<file path="src/rtl/c5_pkg.sv">
// rtl/c5_pkg.sv - shared types, Q-format defaults and saturation bounds for the C5 MAC engine
//
// Holds the controller state encoding, the default word/fraction/accumulator
// widths, and helpers returning the signed saturation limits for a given
// output word width.
package c5_pkg;

    typedef enum logic [2:0] {
        IDLE,
        ACCUM,
        DRAIN,
        WRITE,
        DONE
    } c5_state_e;

    localparam int C5_DATA_WIDTH = 16;
    localparam int C5_FRAC_BITS  = 8;
    localparam int C5_ACC_WIDTH  = 40;

    // Largest representable signed value of a dw-bit word.
    function automatic longint c5_sat_hi(input int dw);
        return (64'sd1 <<< (dw - 1)) - 64'sd1;
    endfunction

    // Smallest representable signed value of a dw-bit word.
    function automatic longint c5_sat_lo(input int dw);
        return -(64'sd1 <<< (dw - 1));
    endfunction

endpackage

</file>
<file path="src/rtl/c5_requant.sv">
// rtl/c5_requant.sv - combinational requantiser: shift, saturate, optional ReLU
//
// Converts the wide accumulator back to the output Q format.
// Ports:
//   acc    in   ACC_WIDTH   signed accumulator (features*weights + bias, 2*FRAC_BITS fraction)
//   result out  DATA_WIDTH  signed output word (FRAC_BITS fraction)
// Macro C5_RELU_EN: when defined, negative saturated results are forced to 0.
module c5_requant
    import c5_pkg::*;
#(
    parameter int DATA_WIDTH = C5_DATA_WIDTH,
    parameter int FRAC_BITS  = C5_FRAC_BITS,
    parameter int ACC_WIDTH  = C5_ACC_WIDTH
) (
    input  logic [ACC_WIDTH-1:0]  acc,
    output logic [DATA_WIDTH-1:0] result
);

    localparam logic signed [ACC_WIDTH-1:0] SAT_HI = ACC_WIDTH'(c5_sat_hi(DATA_WIDTH));
    localparam logic signed [ACC_WIDTH-1:0] SAT_LO = ACC_WIDTH'(c5_sat_lo(DATA_WIDTH));

    logic signed [ACC_WIDTH-1:0] shifted;
    logic        [DATA_WIDTH-1:0] sat;

    // Arithmetic shift drops the extra fraction bits, rounding toward -inf.
    assign shifted = $signed(acc) >>> FRAC_BITS;

    always_comb begin
        if (shifted > SAT_HI) begin
            sat = {1'b0, {(DATA_WIDTH-1){1'b1}}};
        end else if (shifted < SAT_LO) begin
            sat = {1'b1, {(DATA_WIDTH-1){1'b0}}};
        end else begin
            sat = shifted[DATA_WIDTH-1:0];
        end
`ifdef C5_RELU_EN
        result = sat[DATA_WIDTH-1] ? '0 : sat;
`else
        result = sat;
`endif
    end

endmodule

</file>
<file path="src/rtl/conv_layer5_mac.sv">
// rtl/conv_layer5_mac.sv - C5 layer sequential multiply-accumulate engine
//
// Computes NUM_OUT neurons, each the dot product of the NUM_IN pooled L4
// features with its weight row plus a bias, and writes them to the L5 RAM.
// Ports:
//   clk, rst          clock, synchronous active-high reset
//   start             one-cycle request, honoured only in IDLE
//   L4_read_addr/dout pooled-feature read port (RD_LAT cycles latency)
//   w_read_addr/dout  weight ROM read port, address n*NUM_IN+i
//   b_read_addr/dout  bias ROM read port, address n
//   L5_write_addr/wea/din  output write port, active only in WRITE
//   busy              high while a layer is in progress
//   layer_done        one-cycle pulse after the last write
// Macro C5_RELU_EN: clamp negative outputs to zero (see c5_requant).
module conv_layer5_mac
    import c5_pkg::*;
#(
    parameter int DATA_WIDTH = C5_DATA_WIDTH,
    parameter int FRAC_BITS  = C5_FRAC_BITS,
    parameter int ACC_WIDTH  = C5_ACC_WIDTH,
    parameter int NUM_IN     = 400,
    parameter int NUM_OUT    = 120,
    parameter int RD_LAT     = 2
) (
    input  logic                  clk,
    input  logic                  rst,
    input  logic                  start,
    output logic [8:0]            L4_read_addr,
    input  logic [DATA_WIDTH-1:0] L4_dout,
    output logic [15:0]           w_read_addr,
    input  logic [DATA_WIDTH-1:0] w_dout,
    output logic [6:0]            b_read_addr,
    input  logic [DATA_WIDTH-1:0] b_dout,
    output logic [6:0]            L5_write_addr,
    output logic                  L5_wea,
    output logic [DATA_WIDTH-1:0] L5_din,
    output logic                  busy,
    output logic                  layer_done
);

    localparam int DC_W = $clog2(RD_LAT + 2);

    c5_state_e state, state_nxt;

    logic [8:0]      i_cnt;
    logic [6:0]      n_cnt;
    logic [15:0]     w_addr;
    logic [DC_W-1:0] drain_cnt;
    logic            last_i, last_n, drain_end;
    logic            issue, issue_first;

    logic [RD_LAT-1:0]              v_pipe, f_pipe;
    logic                           prod_v, prod_first;
    logic signed [2*DATA_WIDTH-1:0] prod;
    logic signed [DATA_WIDTH-1:0]   bias_q;
    logic signed [ACC_WIDTH-1:0]    acc, prod_ext, bias_ext;
    logic [DATA_WIDTH-1:0]          result;

    assign last_i      = (i_cnt == 9'(NUM_IN - 1));
    assign last_n      = (n_cnt == 7'(NUM_OUT - 1));
    assign drain_end   = (drain_cnt == DC_W'(RD_LAT + 1));
    assign issue       = (state == ACCUM);
    assign issue_first = issue && (i_cnt == 9'd0);

    always_ff @(posedge clk) begin
        if (rst) begin
            state <= IDLE;
        end else begin
            state <= state_nxt;
        end
    end

    always_comb begin
        state_nxt  = state;
        busy       = 1'b0;
        L5_wea     = 1'b0;
        layer_done = 1'b0;
        case (state)
            IDLE: begin
                if (start) state_nxt = ACCUM;
            end
            ACCUM: begin
                busy = 1'b1;
                if (last_i) state_nxt = DRAIN;
            end
            DRAIN: begin
                busy = 1'b1;
                if (drain_end) state_nxt = WRITE;
            end
            WRITE: begin
                busy      = 1'b1;
                L5_wea    = 1'b1;
                state_nxt = last_n ? DONE : ACCUM;
            end
            DONE: begin
                busy       = 1'b1;
                layer_done = 1'b1;
                state_nxt  = IDLE;
            end
            default: state_nxt = IDLE;
        endcase
    end

    // Address counters. The weight address runs as a single counter across
    // neurons so no n*NUM_IN multiply is needed; addresses freeze on the last
    // issued index through DRAIN and WRITE.
    always_ff @(posedge clk) begin
        if (rst) begin
            i_cnt     <= '0;
            n_cnt     <= '0;
            w_addr    <= '0;
            drain_cnt <= '0;
        end else begin
            case (state)
                IDLE: begin
                    i_cnt     <= '0;
                    n_cnt     <= '0;
                    w_addr    <= '0;
                    drain_cnt <= '0;
                end
                ACCUM: begin
                    drain_cnt <= '0;
                    if (!last_i) begin
                        i_cnt  <= i_cnt + 9'd1;
                        w_addr <= w_addr + 16'd1;
                    end
                end
                DRAIN: begin
                    drain_cnt <= drain_cnt + DC_W'(1);
                end
                WRITE: begin
                    drain_cnt <= '0;
                    if (!last_n) begin
                        i_cnt  <= '0;
                        n_cnt  <= n_cnt + 7'd1;
                        w_addr <= w_addr + 16'd1;
                    end
                end
                default: ;
            endcase
        end
    end

    assign prod_ext = ACC_WIDTH'(prod);
    assign bias_ext = ACC_WIDTH'(bias_q) <<< FRAC_BITS;

    // Valid/first tags travel alongside the read latency so the product and
    // bias are captured exactly when the RAM/ROM data for an index arrives.
    always_ff @(posedge clk) begin
        if (rst) begin
            v_pipe     <= '0;
            f_pipe     <= '0;
            prod_v     <= 1'b0;
            prod_first <= 1'b0;
            prod       <= '0;
            bias_q     <= '0;
            acc        <= '0;
        end else begin
            v_pipe     <= RD_LAT'({v_pipe, issue});
            f_pipe     <= RD_LAT'({f_pipe, issue_first});
            prod_v     <= v_pipe[RD_LAT-1];
            prod_first <= f_pipe[RD_LAT-1];
            if (v_pipe[RD_LAT-1]) begin
                prod <= $signed(L4_dout) * $signed(w_dout);
            end
            if (f_pipe[RD_LAT-1]) begin
                bias_q <= $signed(b_dout);
            end
            if (prod_v) begin
                // The first product of a neuron replaces the old sum with the bias.
                acc <= prod_first ? (bias_ext + prod_ext) : (acc + prod_ext);
            end
        end
    end

    c5_requant #(
        .DATA_WIDTH (DATA_WIDTH),
        .FRAC_BITS  (FRAC_BITS),
        .ACC_WIDTH  (ACC_WIDTH)
    ) u_requant (
        .acc    (acc),
        .result (result)
    );

    assign L4_read_addr  = i_cnt;
    assign w_read_addr   = w_addr;
    assign b_read_addr   = n_cnt;
    assign L5_write_addr = (state == WRITE) ? n_cnt : '0;
    assign L5_din        = (state == WRITE) ? result : '0;

endmodule

</file>
<file path="config.mk">
export PLATFORM = sky130hd
export DESIGN_NAME = conv_layer5_mac
export DESIGN_NICKNAME = d
export VERILOG_FILES = /design/src/rtl/c5_pkg.sv /design/src/rtl/c5_requant.sv /design/src/rtl/conv_layer5_mac.sv
export SDC_FILE = /design/constraint.sdc
export NUM_CORES = 1
export LEC_CHECK = 0
export CAP_MARGIN = 5
export CORE_UTILIZATION = 30
export CTS_CLUSTER_DIAMETER = 40
export DETAILED_ROUTE_END_ITERATION = 10
export GPL_TIMING_DRIVEN = 1
export SYNTH_ARGS = -nofsm -noshare
export SYNTH_HDL_FRONTEND = slang
export SYNTH_SLANG_ARGS = --single-unit
</file>
<file path="constraint.sdc">
create_clock -name clk -period 11.91 [get_ports clk]
set_input_delay 2.382 -clock clk [delete_from_list [all_inputs] [get_ports clk]]
set_output_delay 2.382 -clock clk [all_outputs]
set_load 0.01 [all_outputs]
</file>
After elaboration in Yosys (flattened, before gate mapping)
Index checks and enable logic that the tools add are counted.

Add/sub/neg operators: 6. Multiply operators: 1. Magnitude comparators: 2. Eq/ne operators: 12. Muxes and demuxes: 22. Reductions and logical operators: 11.

Operators by type and width (number): 2-to-1 mux 16 bit (5); case mux 16 bit (3 select lines) (1); adder 40 x 32 -> 40 bit (1); 2-to-1 mux 40 bit (1); adder 24 x 32 -> 33 bit (1); greater-than comparator 32 x 16 -> 1 bit (second input constant) (1); less-than comparator 32 x 16 -> 1 bit (second input constant) (1); multiplier 16 x 16 -> 32 bit (1); case mux 9 bit (3 select lines) (1); 2-to-1 mux 9 bit (2); adder 16 x 1 -> 16 bit (second input constant) (1); 2-to-1 mux 7 bit (2); case mux 7 bit (2 select lines) (1); 2-to-1 mux 3 bit (4); case mux 3 bit (4 select lines) (1); != test 2 bit (second input constant) (5); adder 9 x 1 -> 9 bit (second input constant) (1); == test 9 bit (second input constant) (1); zero test 9 bit (1); adder 7 x 1 -> 7 bit (second input constant) (1); == test 7 bit (second input constant) (1); == test 3 x 2 -> 1 bit (second input constant) (2); AND reduction 3 bit (2); case mux 2 bit (2 select lines) (1); other kinds (12) (15).

Register bits: 131. Output and inout port bits: 58. Logic and storage cells: 66.

Depth between registers and ports, before layout
Gate-level depths: netlist of run 1.

Depth in word-level cells: 4. Mapped depth: 26. Mapped depth without buffers: 24.

By module
From an unflattened synthesis of run 1, not the netlist that was laid out.

Cells, all modules: 2183. Area total of the unflattened synthesis: 18596.6 µm².

Modules (own cells, without submodules): conv_layer5_mac (times used 1, cells each 2155, area an instance 18365.1 µm², sequential area each 2622.5 µm²); c5_requant (times used 1, cells each 28, area an instance 231.5 µm², sequential area each 0.0 µm²).

Worst setup path before layout of run 1
No wires, ideal clock.

Path type: input to register. From: in L4_dout[15]. To: reg prod[27]. Arrival: 8.125 ns. Slack: 3.671 ns. Stages on the path: 21. Buffers on the path: 2. Path through: clkbuf_1 > nand2_1 > fa_1 > inv_1 > fa_1 > fa_1 > fa_1 > fa_1 > inv_1 > fa_1 > inv_1 > ha_1 > clkbuf_1 > a21o_1 > a21oi_1 > o21ai_0 > and2_1 > a311oi_2 > xnor2_1 > mux2_2 > and2_1.

Cells in the longest elaborated chain, start to end: 1.

RTL lines: from (decl) (RTL line conv_layer5_mac.sv:29) `input logic [DATA_WIDTH-1:0] L4_dout,`; multiplier 16 x 16 -> 32 bit (RTL line conv_layer5_mac.sv:164) `prod <= $signed(L4_dout) * $signed(w_dout);`; to (signal assigned) (RTL line conv_layer5_mac.sv:164); to (decl) (RTL line conv_layer5_mac.sv:54) `logic signed [2*DATA_WIDTH-1:0] prod;`.

Every way passes these cells. A chain may end at the register's enable or synchronous reset.

Worst setup path in the final report of run 1
From: in L4_dout[15]. To: reg prod[31].

Same word-level chain as after synthesis.

==> flow_summary.json, run 1 <==
{
  "drive_gt1_frac": 0.0325,
  "synth_top_area_frac": 0.282,
  "stdcell_area_mm2": 0.0212,
  "fmax_ghz": 0.111,
  "ys_warn_count": 0,
  "post_cts_buffers": 0,
  "cp.arrival_ns": 9.28,
  "antenna_left": 0,
  "routed_wl_um": 48000,
  "grt_max_degree": 62,
  "coreArea_mm2": 0.0617,
  "start_util": 0.304,
  "worst_setup_path_start_kind": "input port",
  "power_switching_mw": 3.27,
  "synth_nets": 2684,
  "vdd_drop_max_mv": 0.462,
  "rsz0062_at_grt": "no",
  "yosys-top-cells-area": "fa_1 (28%), dfxtp_1 (14%), ha_1 (10%)",
  "holdCritPathClass": "flip-flop to flip-flop",
  "syn_to_final_growth_pct": 12.9,
  "whs_ns": 0.451,
  "cts.path.max_buffers": 2,
  "synth_cells": 2219,
  "ys_types": 78,
  "grt_pass1_vias": 16061,
  "ys_ff_latch": 131,
  "maxCapViolCount": 0,
  "path_max_fanout": 16,
  "final-hold-violation-count": 0,
  "setup_violations": 0,
  "slew_headroom": 0.378,
  "p_comb_frac": 0.838,
  "fp-row-count": 91,
  "outcome": "finished clean",
  "cts.reportedPaths.clkPinSlew_ns": 0.07,
  "clock_power_share": 0.083,
  "postCtsHoldBufs": 0,
  "slowest_stage": "clkdlybuf4s50_1",
  "first_pass_iters": 6,
  "path_cells": "clkdlybuf4s50_1, and2_1, fa_1, inv_1, fa_1, inv_1, fa_1, fa_1, fa_1, inv_1, fa_1, inv_1, ha_1, and3_1, a221oi_1, nand3_1, o21a_1, a31oi_1, o221ai_1, xnor2_1, mux2i_1, nor2_1",
  "period_share": 0.754,
  "drv_slew": 0,
  "dieArea_mm2": 0.0635,
  "synth-seq-area-share": 0.140,
  "drt-initial-drc-count": 753,
  "crit_type": "input port to flip-flop",
  "skew_ns": 0.0143,
  "yosys-top-cells-count": "inv_1 (358), fa_1 (264), nand2_1 (204)",
  "io_pins": 109,
  "antenna_found_initial": 2,
  "num_antenna_cells": 0,
  "drc": 0,
  "numCtsBuffers": 17,
  "wl_per_cell_um": 15.4,
  "postSynthAreaPerCell_um2": 8.45,
  "leakage_nw": 9.48,
  "endpoint_kind": "flip-flop",
  "grt_usage": 0.158,
  "htree_levels": 4,
  "worst_pin_slew_ns": 0.910,
  "finalCriticalPeriod_ns": 8.98,
  "placed_cell_area_mm2": 0.0206,
  "swShare": 0.517,
  "cts_resized": 0,
  "grt_pass1_wl_um": 81800,
  "worst_path_largest_cell_delay_ns": 0.73,
  "synth_ff_type": "dfxtp_1",
  "post-synth-top-count-cell": "inv_1",
  "powerDensity_mw_per_mm2": 298,
  "synth-edff-count": 0,
  "routed_via_density": 4.87,
  "dr_total_vias": 15167,
  "die_x_um": 252,
  "root_buffer": "clkbuf_16",
  "utilization": 0.343,
  "cts_tree": "done",
  "pwr-share-seq": 0.079,
  "cts_sinks": 131,
  "synthesis.area_mm2": 0.0187,
  "cpMostUsedCell": "fa_1",
  "synthArstFlopShare": 0,
  "nNetsFinal": 2729,
  "setup_tns_ns": 0,
  "internal_power_mw": 3.05,
  "grt_overflow_total": 0,
  "gp_congestion": 0.876,
  "worstSkewPairLatency_ns": 0.43,
  "io_buffers": 108,
  "cp.required_ns": 12.21,
  "synth_area_leader_cell": "fa_1",
  "dp_hpwl_um": 38900,
  "die_h_um": 252
}
-- worst paths after layout --
check / slack, ns / endpoint / cells past startpoint / start
max: 2.93 / prod[31]$_SDFFE_PP0P_ / 22 / L4_dout[15]
min: 0.45 / v_pipe[1]$_SDFF_PP0_ / 1 / v_pipe[0]$_SDFF_PP0_
max reg2reg: 8.29 / acc[39]$_SDFFE_PP0P_ / 12 / prod[8]$_SDFFE_PP0P_
min reg2reg: 0.45 / v_pipe[1]$_SDFF_PP0_ / 1 / v_pipe[0]$_SDFF_PP0_
-- stage by stage --
step,setup slack (ns),total power [mW],std cells
final,2.93,6.31,3114
after global routing,2.52,7.18,3114
after CTS,2.96,6.41,3114
after detailed placement,2.51,5.86,3082
after global placement,2.69,5.76,3082
after floorplan,3.67,4.74,2219
-- kinds of logic (layout without fill, tap and decap cells) --
logic type                 after synthesis  after routing  share of synthesized area
adders and majority gates              414            414                      0.382
and+or+nand+nor                        722            722                      0.185
xor gates and xnor gates               103            103                     0.0481
AOI/OAI and AO/OA                      353            353                      0.129
muxes                                   49             49                     0.0265
DFF                                    131            131                      0.140
buffers and inverters                  447            505                     0.0896
-- state kept, by name (all words and copies together), names as in the netlist --
register      flops
acc              40
prod             32
bias_q           16
w_read_addr      16
L4_read_addr      9
b_read_addr       7
state             3
drain_cnt         2
f_pipe            2
v_pipe            2
prod_first        1
prod_v            1
-- per-layer routing --
metal,vias to the layer above,share of wire,track usage
met1,7514,0.44,0.199
met4,2,0.021,0.0388
met2,264,0.51,0.287
met3,66,0.030,0.0175
met5,-,0.00025,0
li1,7321,-,-
-- power groups by stage --
stage,combinational [mW],sequential (mW),clock [mW]
floorplan,4.24,0.494,0
global placement,5.25,0.512,0
CTS,5.37,0.502,0.538
global route,6.12,0.505,0.558
detailed placement,5.34,0.512,0
finish,5.29,0.501,0.524
-- worst max-delay path, delay by kind of cell --
family                     cells  cell delay [ns]
adders and majority gates      7             3.56
AOI/OAI and AO/OA              4             1.22
buffers and inverters          5             1.04
and+or+nand+nor                4             0.75
xor gates and xnor gates       1             0.17
muxes                          1             0.14
-- cell type report --
class                           instances  area, um^2
Timing Repair Buffer                  115        1130
Sequential cell                       131        2630
Clock buffer                           19         443
Multi-Input combinational cell       1641       14400
Inverter                              358        1340
Tap cell                              837        1050
Fill cell                            6443       40600
Clock inverter                         13         128
-- placed cells by master, fill, tap and decap left out, types with 8 or more instances in the layout --
cell type        instances
nor3_1                  29
a211oi_1                27
nor4_1                   8
buf_4                    8
ha_1                   150
xnor2_1                 60
clkbuf_16               17
fa_1                   264
xor2_1                  43
inv_1                  358
a311oi_1                10
dfxtp_1                129
mux2i_1                 44
o211ai_1                16
o21a_1                   8
or3_1                    9
nand2_1                204
nand3_1                 34
nor2b_1                 12
o21bai_1                 9
nand2b_1                29
clkdlybuf4s50_1        107
nor2_1                 198
a31oi_1                 17
a21oi_1                 88
and2_1                 131
o21ai_1                 14
o21ai_0                 51
a21o_1                  34
nand4_1                 30
and3_1                  20
o221ai_1                 9
No activity file was read; power rests on OpenSTA's default activity.
==> inputs of run 2 (changes only) <==
- clock period: 11.91 -> 8.55 ns (I/O delays scaled with it)
==> flow_summary.json, run 2 (synthesis results as in run 1) <==
{
  "slew_headroom": 0.302,
  "endpoint_kind": "flip-flop",
  "reg2reg_depth": 12,
  "antenna_left": 0,
  "multi_input_area_mm2": 0.0144,
  "cts_sinks": 131,
  "cts.reportedPaths.clkPinSlew_ns": 0.07,
  "total_power_mw": 8.90,
  "grt_usage": 0.162,
  "worst_setup_path_start_kind": "input port",
  "coreArea_mm2": 0.0617,
  "root_buffer": "clkbuf_16",
  "cpMostUsedCell": "fa_1",
  "reg_top3": "acc: 40 flops, prod: 32 flops",
  "highest_layer": "met5",
  "dp_hpwl_um": 40200,
  "routed_via_density": 4.85,
  "setup_violations": 0,
  "skew_ns": 0.00953,
  "slowest_stage": "clkdlybuf4s50_1",
  "setup_tns_ns": 0,
  "leakage_nw": 9.70,
  "final_cells": 3155,
  "path_cells": "clkdlybuf4s50_1, nand2_1, fa_1, fa_1, inv_1, fa_1, fa_1, fa_1, inv_1, fa_1, inv_1, ha_1, and3_1, a221oi_1, nand3_1, o21a_1, a311oi_2, xnor2_1, mux2_2, and2_1",
  "r2r_setup_slack_ns": 5.01,
  "register_area_mm2": 0.00263,
  "cts.path.max_buffers": 2,
  "min_from": "v_pipe[0]$_SDFF_PP0_",
  "outcome": "finished clean",
  "drive_gt1_frac": 0.0500,
  "io_buffers": 108,
  "io_pins": 109,
  "antenna_found_initial": 3,
  "met3WireLength_um": 1620,
  "maxCapViolCount": 0,
  "largest-register": "acc",
  "fmax_ghz": 0.126,
  "startpoint": "w_dout[5]",
  "post_cts_buffers": 0,
  "htree_levels": 4,
  "finalCriticalPeriod_ns": 7.96,
  "vdd_drop_max_mv": 0.552,
  "fp-row-count": 91,
  "worstSkewPairLatency_ns": 0.42,
  "hold_depth": 1,
  "dieArea_mm2": 0.0635,
  "worst_pin_slew_ns": 1.05,
  "powerDensity_mw_per_mm2": 414,
  "syn_to_final_growth_pct": 14.6,
  "largest_register_ffs": 40,
  "grt_pass1_wl_um": 82900,
  "wirelength_met1_um": 21600,
  "drv_slew": 0,
  "drc": 0,
  "final-hold-violation-count": 0,
  "nNetsFinal": 2770,
  "cp.arrival_ns": 8.28,
  "routed_wl_um": 49400,
  "grt_pass1_vias": 16185,
  "die_h_um": 252,
  "holdCritPathClass": "flip-flop to flip-flop",
  "crit_buf_inv": 4,
  "crit_type": "input port to flip-flop",
  "die_x_um": 252,
  "num_antenna_cells": 0,
  "grt_max_degree": 68,
  "wl_met2_um": 24800,
  "crit_family": "adder cells",
  "postCtsHoldBufs": 0,
  "cp.required_ns": 8.87,
  "placedCellCount": 3123,
  "reg2reg_from": "prod[8]$_SDFFE_PP0P_",
  "start_util": 0.304,
  "period_share": 0.931,
  "worst_path_largest_cell_delay_ns": 0.89,
  "wl_per_cell_um": 15.7,
  "grt_overflow_total": 0,
  "r2r_end": "acc[39]$_SDFFE_PP0P_",
  "min_to": "v_pipe[1]$_SDFF_PP0_",
  "first_pass_iters": 5,
  "dr_total_vias": 15292,
  "path_max_fanout": 16,
  "mostFrequentLayoutCells": "inv_1 (358), fa_1 (264), nand2_1 (204)",
  "cts_tree": "done",
  "fill_cells": 6451,
  "final_common_cell": "inv_1",
  "utilization": 0.348,
  "gp_congestion": 0.885,
  "rsz0062_at_grt": "no",
  "numCtsBuffers": 17,
  "drt-initial-drc-count": 819
}
-- run 2: changes by cell type in the layout (fill, tap and decap cells not counted) --
cell | previous run | this run
buf_4 | 8 | 49
clkinvlp_4 | 4 | 2
clkinv_2 | 2 | 1
inv_6 | 2 | 6
clkdlybuf4s50_1 | 107 | 106
clkbuf_1 | 1 | 0
dlymetal6s2s_1 | 0 | 1
-- run 2: metal layers --
metal	vias up	GRT usage
li1	7385	-
met5	-	0
met4	6	0.0490
met3	80	0.0194
met2	242	0.289
met1	7579	0.203
-- run 2: power breakdown --
group | leakage (nW) | internal [mW] | switching, mW
registers | 1.06 | 0.650 | 0.0536
clock network | 0.283 | 0.418 | 0.312
logic | 8.36 | 3.26 | 4.21
-- run 2: what timing repair did --
| item | 4_1_cts | 5_1_grt |
|---|---|---|
| resized for setup | 0 | 1 |
| endpoints found under the setup margin | 0 | 2 |
| hold endpoints to repair | 0 | 0 |
-- run 2: how the worst max path moves through the flow --
| stage | to | slack, ns | cells past startpoint |
|---|---|---|---|
| 2_1_floorplan | prod[27]$_SDFFE_PP0P_ | 0.98 | 21 |
| 3_3_place_gp | prod[29]$_SDFFE_PP0P_ | 0.17 | 21 |
| 3_5_place_dp | prod[25]$_SDFFE_PP0P_ | 0.02 | 23 |
| 4_1_cts | prod[25]$_SDFFE_PP0P_ | 0.46 | 23 |
| 5_1_grt | prod[29]$_SDFFE_PP0P_ | 0.12 | 22 |
| 6_report | prod[27]$_SDFFE_PP0P_ | 0.59 | 20 |
-- run 2: area by class of cell --
| type | count | share of cell area |
|---|---|---|
| Clock buffer | 18 | 0.0204 |
| Clock inverter | 14 | 0.00664 |
| Inverter | 358 | 0.0626 |
| Multi-Input combinational cell | 1641 | 0.672 |
| Sequential cell | 131 | 0.122 |
| Tap cell | 837 | 0.0487 |
| Timing Repair Buffer | 156 | 0.0671 |
-- run 2: per-stage QoR --
| stage | cell area [um^2] | worst slack, ns | hold slack (ns) |
|---|---|---|---|
| after global routing | 21500 | 0.124 | 0.461 |
| after CTS | 21500 | 0.458 | 0.453 |
| after detailed placement | 20900 | 0.0190 | 0.437 |
| after floorplan | 18700 | 0.983 | 0.414 |
| after global placement | 20900 | 0.169 | 0.436 |
| final | 21500 | 0.588 | 0.444 |
==> edit 1 (flow settings as in run 1) <==
Set the parameter `RD_LAT` to 1 (it was 2).
--- a/src/rtl/conv_layer5_mac.sv
+++ b/src/rtl/conv_layer5_mac.sv
@@ -20,7 +20,7 @@
     parameter int ACC_WIDTH  = C5_ACC_WIDTH,
     parameter int NUM_IN     = 400,
     parameter int NUM_OUT    = 120,
-    parameter int RD_LAT     = 2
+    parameter int RD_LAT     = 1
 ) (
     input  logic                  clk,
     input  logic                  rst,
Check against the original RTL: no difference found for any inputs over 10 cycles, from zero or initial values and one cycle with rst high; that may be too few to reach the edited logic, so the function may still have changed.
==> edit 1 against run 1 <==
Final area down 1.5%; worst setup slack worse by 280 ps; total power down 8.2%; synthesized area down 1.2%; routed wire length down 1.2%; sequential cell count down 2; global-route usage up 0.14 points.
==> edit 1: results (changes against run 1) <==
- The run finished with clean final reports.
- The register-to-register path setup slack was 8240 ps (-50 ps).
- Register area share after synthesis: 0.139 (-0.000461)
* Hold Crit Depth: 2 (+1)
- After synthesis, the most frequently instantiated cells are 341 x sky130_fd_sc_hd__inv_1, 264 x sky130_fd_sc_hd__fa_1, 208 x sky130_fd_sc_hd__nand2_1.
- The data arrival time at the worst-slack endpoint came to 9640 ps (+360 ps).
- The maximum single-stage delay on the critical path came to 810 ps (+80 ps).
* Peak ir drop on the vdd network: 421 µV (-8.8%)
- The number of optimization iterations in the first detailed-route pass was 5 (-1).
- Startpoint of the lowest-slack hold path: acc[0]
- Detailed Route WL: 47,400 µm (-1.2%)
- The met2 wire length is 24,200 µm (-1.7%).
* Final std cells w/o fill: 3,032 (-2.6%)
- The most critical setup path has its endpoint at prod[27].
- The post-place setup slack is 2260 ps (-254 ps).
- HPWL reported at the end of detailed placement: 38,200 µm (-1.7%)
* Largest net degree at the start of global routing: 91 (+47%)
* Final #Nets: 2,702 (-0.99%)
- The global routing usage on met1 was 0.195 (-0.00433).
* Met3 WL: 1780 µm (+23%)
* Met3 global-route usage: 0.0238 (+0.00626)
- The final RePlAce weighted congestion is 0.883 (+0.73%).
- Yosys attributes the largest share of cell area to sky130_fd_sc_hd__fa_1 29%, sky130_fd_sc_hd__dfxtp_1 14%, sky130_fd_sc_hd__ha_1 10%.
- Critical Path Start: w_dout[1]
- The shortest period the worst path allows was 9260 ps (+279 ps).
* DRC violation total after the first TritonRoute iteration: 856 (+14%)
- Netlist cell types: 71 (-9.0%)
- Terminus of the critical flop-to-flop path: acc[28]
- The proportion of layout cells with a drive suffix above 1 came to 0.0284 (-0.00405).
- The first-pass GRT wire length is 81,400 µm (-0.59%).
- Final setup skew: 10.0 ps (-4.26 ps)
- The highest layer touched by signal routing is met4.
* Met1 Routed Length: 20,300 µm (-3.1%)
- The leakage dissipation is 9.58 nW (+1.1%).
* Number of global-route vias before repair: 16,300 (+1.3%)
* Sink of the worst hold path: acc[0]
- The synthesized area per cell is 8.48 µm² (+0.38%).
edit 1: cell families after synthesis:
| kind of cell | share of synthesized area |
|---|---|
| simple gates | 0.186 |
| xor+xnor | 0.0530 |
| buf+inv | 0.0905 |
| compound gates | 0.125 |
| fa+ha+maj | 0.387 |
| mux | 0.0195 |
| flops | 0.139 |
edit 1: layout make-up:
| class | instances | area, µm² |
|---|---|---|
| inverter | 342 | 1280 |
| fill | 6198 | 39800 |
| clock inverter | 13 | 150 |
| tap | 782 | 978 |
| timing repair buffer | 116 | 1140 |
| clock buffer | 19 | 453 |
| multi-input combinational | 1631 | 14300 |
| sequential | 129 | 2580 |
edit 1: through the flow:
step	hold slack [ps]	power (mW)
floorplan	458	4.33
global placement	475	5.27
detailed placement	483	5.32
CTS	491	5.90
global route	517	6.58
finish	495	5.79
edit 1: power by group:
group          switching (mW)  total (mW)  leakage (nW)  internal, mW
Sequential             0.0334       0.497          1.05         0.464
Clock                   0.217       0.540         0.296         0.323
Combinational            2.73        4.76          8.24          2.03
==> edit 2 (settings of run 1) <==
Made on the original files. Re-encode `c5_state_e` (5 states) as one-hot, 5 bits wide.
--- a/src/rtl/c5_pkg.sv
+++ b/src/rtl/c5_pkg.sv
@@ -5,12 +5,12 @@
 // output word width.
 package c5_pkg;
 
-    typedef enum logic [2:0] {
-        IDLE,
-        ACCUM,
-        DRAIN,
-        WRITE,
-        DONE
+    typedef enum logic [4:0] {
+        IDLE  = 5'b00001,
+        ACCUM = 5'b00010,
+        DRAIN = 5'b00100,
+        WRITE = 5'b01000,
+        DONE  = 5'b10000
     } c5_state_e;
 
     localparam int C5_DATA_WIDTH = 16;
Behaviour: no difference found for any inputs over 10 cycles, from zero or initial values and one cycle with rst high; not proved beyond that.
==> edit 2 against run 1 <==
Routed wire length fell by 1.5%; largest power group unchanged; worst setup slack got worse by 58 ps; non-clock buffer count unchanged; total power shrank 6.4%; synthesized cell count is 2.2% lower; final area decreased by 1.6%; sequential cell count increased by 2; critical path type unchanged; clock skew barely moved; count of clock-buffer cells in the layout unchanged; core utilization grew 0.16 points; synthesized area fell by 1.9%; die area shrank 1.9%; hold slack worse by 9.9 ps.
==> edit 2: results (changes against run 1) <==
- Post-synthesis adder-cell area fraction: 0.390 (+0.00754)
* Complex-gate fraction of the synthesized area: 0.127 (-0.00154)
- In the post-synthesis netlist, the biggest area contributors are sky130_fd_sc_hd__fa_1 29%, sky130_fd_sc_hd__dfxtp_1 14%, sky130_fd_sc_hd__ha_1 10%.
* Peak ir drop on the vdd network: 367 µV (-21%)
* Number of buffers added on ports: 108 (unchanged)
- Mean Syn Cell Area: 8.47 µm² (+0.28%)
* Final #Nets: 2,695 (-1.2%)
- Wire length on met2: 23,000 µm (-6.6%)
* Met3 global-route usage: 0.0211 (+0.00353)
* Synthesized-area fraction occupied by xor and xnor cells: 0.0443 (-0.00381)
- The placed wire-length estimate is 37,700 µm (-3.0%).
- Pre-CTS setup slack: 2420 ps (-89.5 ps)
- The worst-margin pin slew is 901 ps (-8.71 ps).
- The wire length reported by the detailed router is 47,300 µm (-1.5%).
- The wire length on met1 was 21,500 µm (+2.6%).
- First-pass GRT wire length: 79,500 µm (-2.8%)
- Number of antenna violations at the first check in global routing: 4 (+2)
- Register area share after synthesis: 0.145 (+0.00494)
* Overall routing resource usage: 0.157 (-0.00128)
* GR met1 Demand/Resource: 0.203 (+0.00368)
- The number of instances in the placed design came to 2,993 (-2.9%).
- The via count of the first global-routing pass was 15,700 (-2.3%).
- Netlist cell types: 75 (-3.8%)
- Slowest stage delay, CP: 750 ps (+20 ps)
- Cell depth of the worst flop-to-flop path: 14 (+2)
- The leakage dissipation was 9.48 nW (about the same).
- The final RePlAce weighted congestion was 0.867 (-1.1%).
- The largest clock skew in the final design was 14.1 ps (-0.241 ps).
- Largest net degree at the start of global routing: 69 (+11%)
- Pre-antenna DRT Iters: 5 (-1)
* Met3 WL: 1810 µm (+25%)
- DRC violation total after the first TritonRoute iteration: 717 (-4.8%)
- Arrival time worst endpoint: 9330 ps (+50 ps)
- Top cells by instance count after synthesis: 348 x sky130_fd_sc_hd__inv_1, 264 x sky130_fd_sc_hd__fa_1, 210 x sky130_fd_sc_hd__nor2_1
- The flow ran to the end, and the final reports show no timing, DRC or antenna violations.
- Average wire length per cell after detail routing: 15.6 µm (+1.4%)
- The proportion of layout cells with a drive suffix above 1 was 0.0272 (-0.00530).
* Total of fill cells in the finished design: 6,162 (-4.4%)
* Fraction of synthesized area in multiplexers: 0.0229 (-0.00356)
- The global routing usage on met2 came to 0.274 (-0.0132).
- The total via count after detailed routing came to 14,800 (-2.2%).
- The final antenna diode count came to 0 (unchanged).
* Instance area at placement: 20,200 µm² (-1.8%)
- Synthesized netlist net count: 2,635 (-1.8%)
==> edit 2: changes by cell type after synthesis, moves of 12 or more <==
cell	before	now
sky130_fd_sc_hd__nor2_1	198	210
sky130_fd_sc_hd__nand4_1	30	15
sky130_fd_sc_hd__o21ai_0	51	72
sky130_fd_sc_hd__o21ai_1	14	2
sky130_fd_sc_hd__nand2_1	204	192
sky130_fd_sc_hd__a21oi_1	88	106
==> edit 2: metrics by stage <==
step / util / power, mW
final: 0.344 / 5.91
after global routing: 0.344 / 6.68
after CTS: 0.344 / 5.99
after detailed placement: 0.334 / 5.40
after global placement: 0.334 / 5.30
after floorplan: - / 4.30
==> edit 2: critical path, delay by kind of cell <==
family                     cells  cell delay, ps
muxes                          1             140
buffers and inverters          5             950
AOI/OAI and AO/OA              7            1890
xor gates and xnor gates       1             120
adders and majority gates      7            3440
and+or+nand+nor                2             410
==> edit 2: power breakdown <==
| group | internal (mW) | total (mW) | switching [mW] |
|---|---|---|---|
| Combinational | 2.09 | 4.86 | 2.78 |
| Sequential | 0.463 | 0.488 | 0.0249 |
| Clock | 0.338 | 0.559 | 0.221 |
| Total | 2.89 | 5.91 | 3.02 |
==> edit 2: area by class of cell <==
type                            count  area (µm²)  area share
Multi-Input combinational cell   1614       14100       0.678
Sequential cell                   133        2670       0.128
Inverter                          349        1310      0.0629
Timing Repair Buffer              115        1130      0.0543
Tap cell                          782         978      0.0470
Clock buffer                       19         443      0.0213
Clock inverter                     13         171     0.00823
==> edit 2: path summary, 6_finish.rpt <==
kind / startpoint / end / slack [ps]
hold / removal: f_pipe[0] / f_pipe[1] / 440
hold reg to reg: f_pipe[0] / f_pipe[1] / 440
setup reg to reg: prod[8] / acc[33] / 8090
setup / recovery: w_dout[6] / prod[31] / 2870
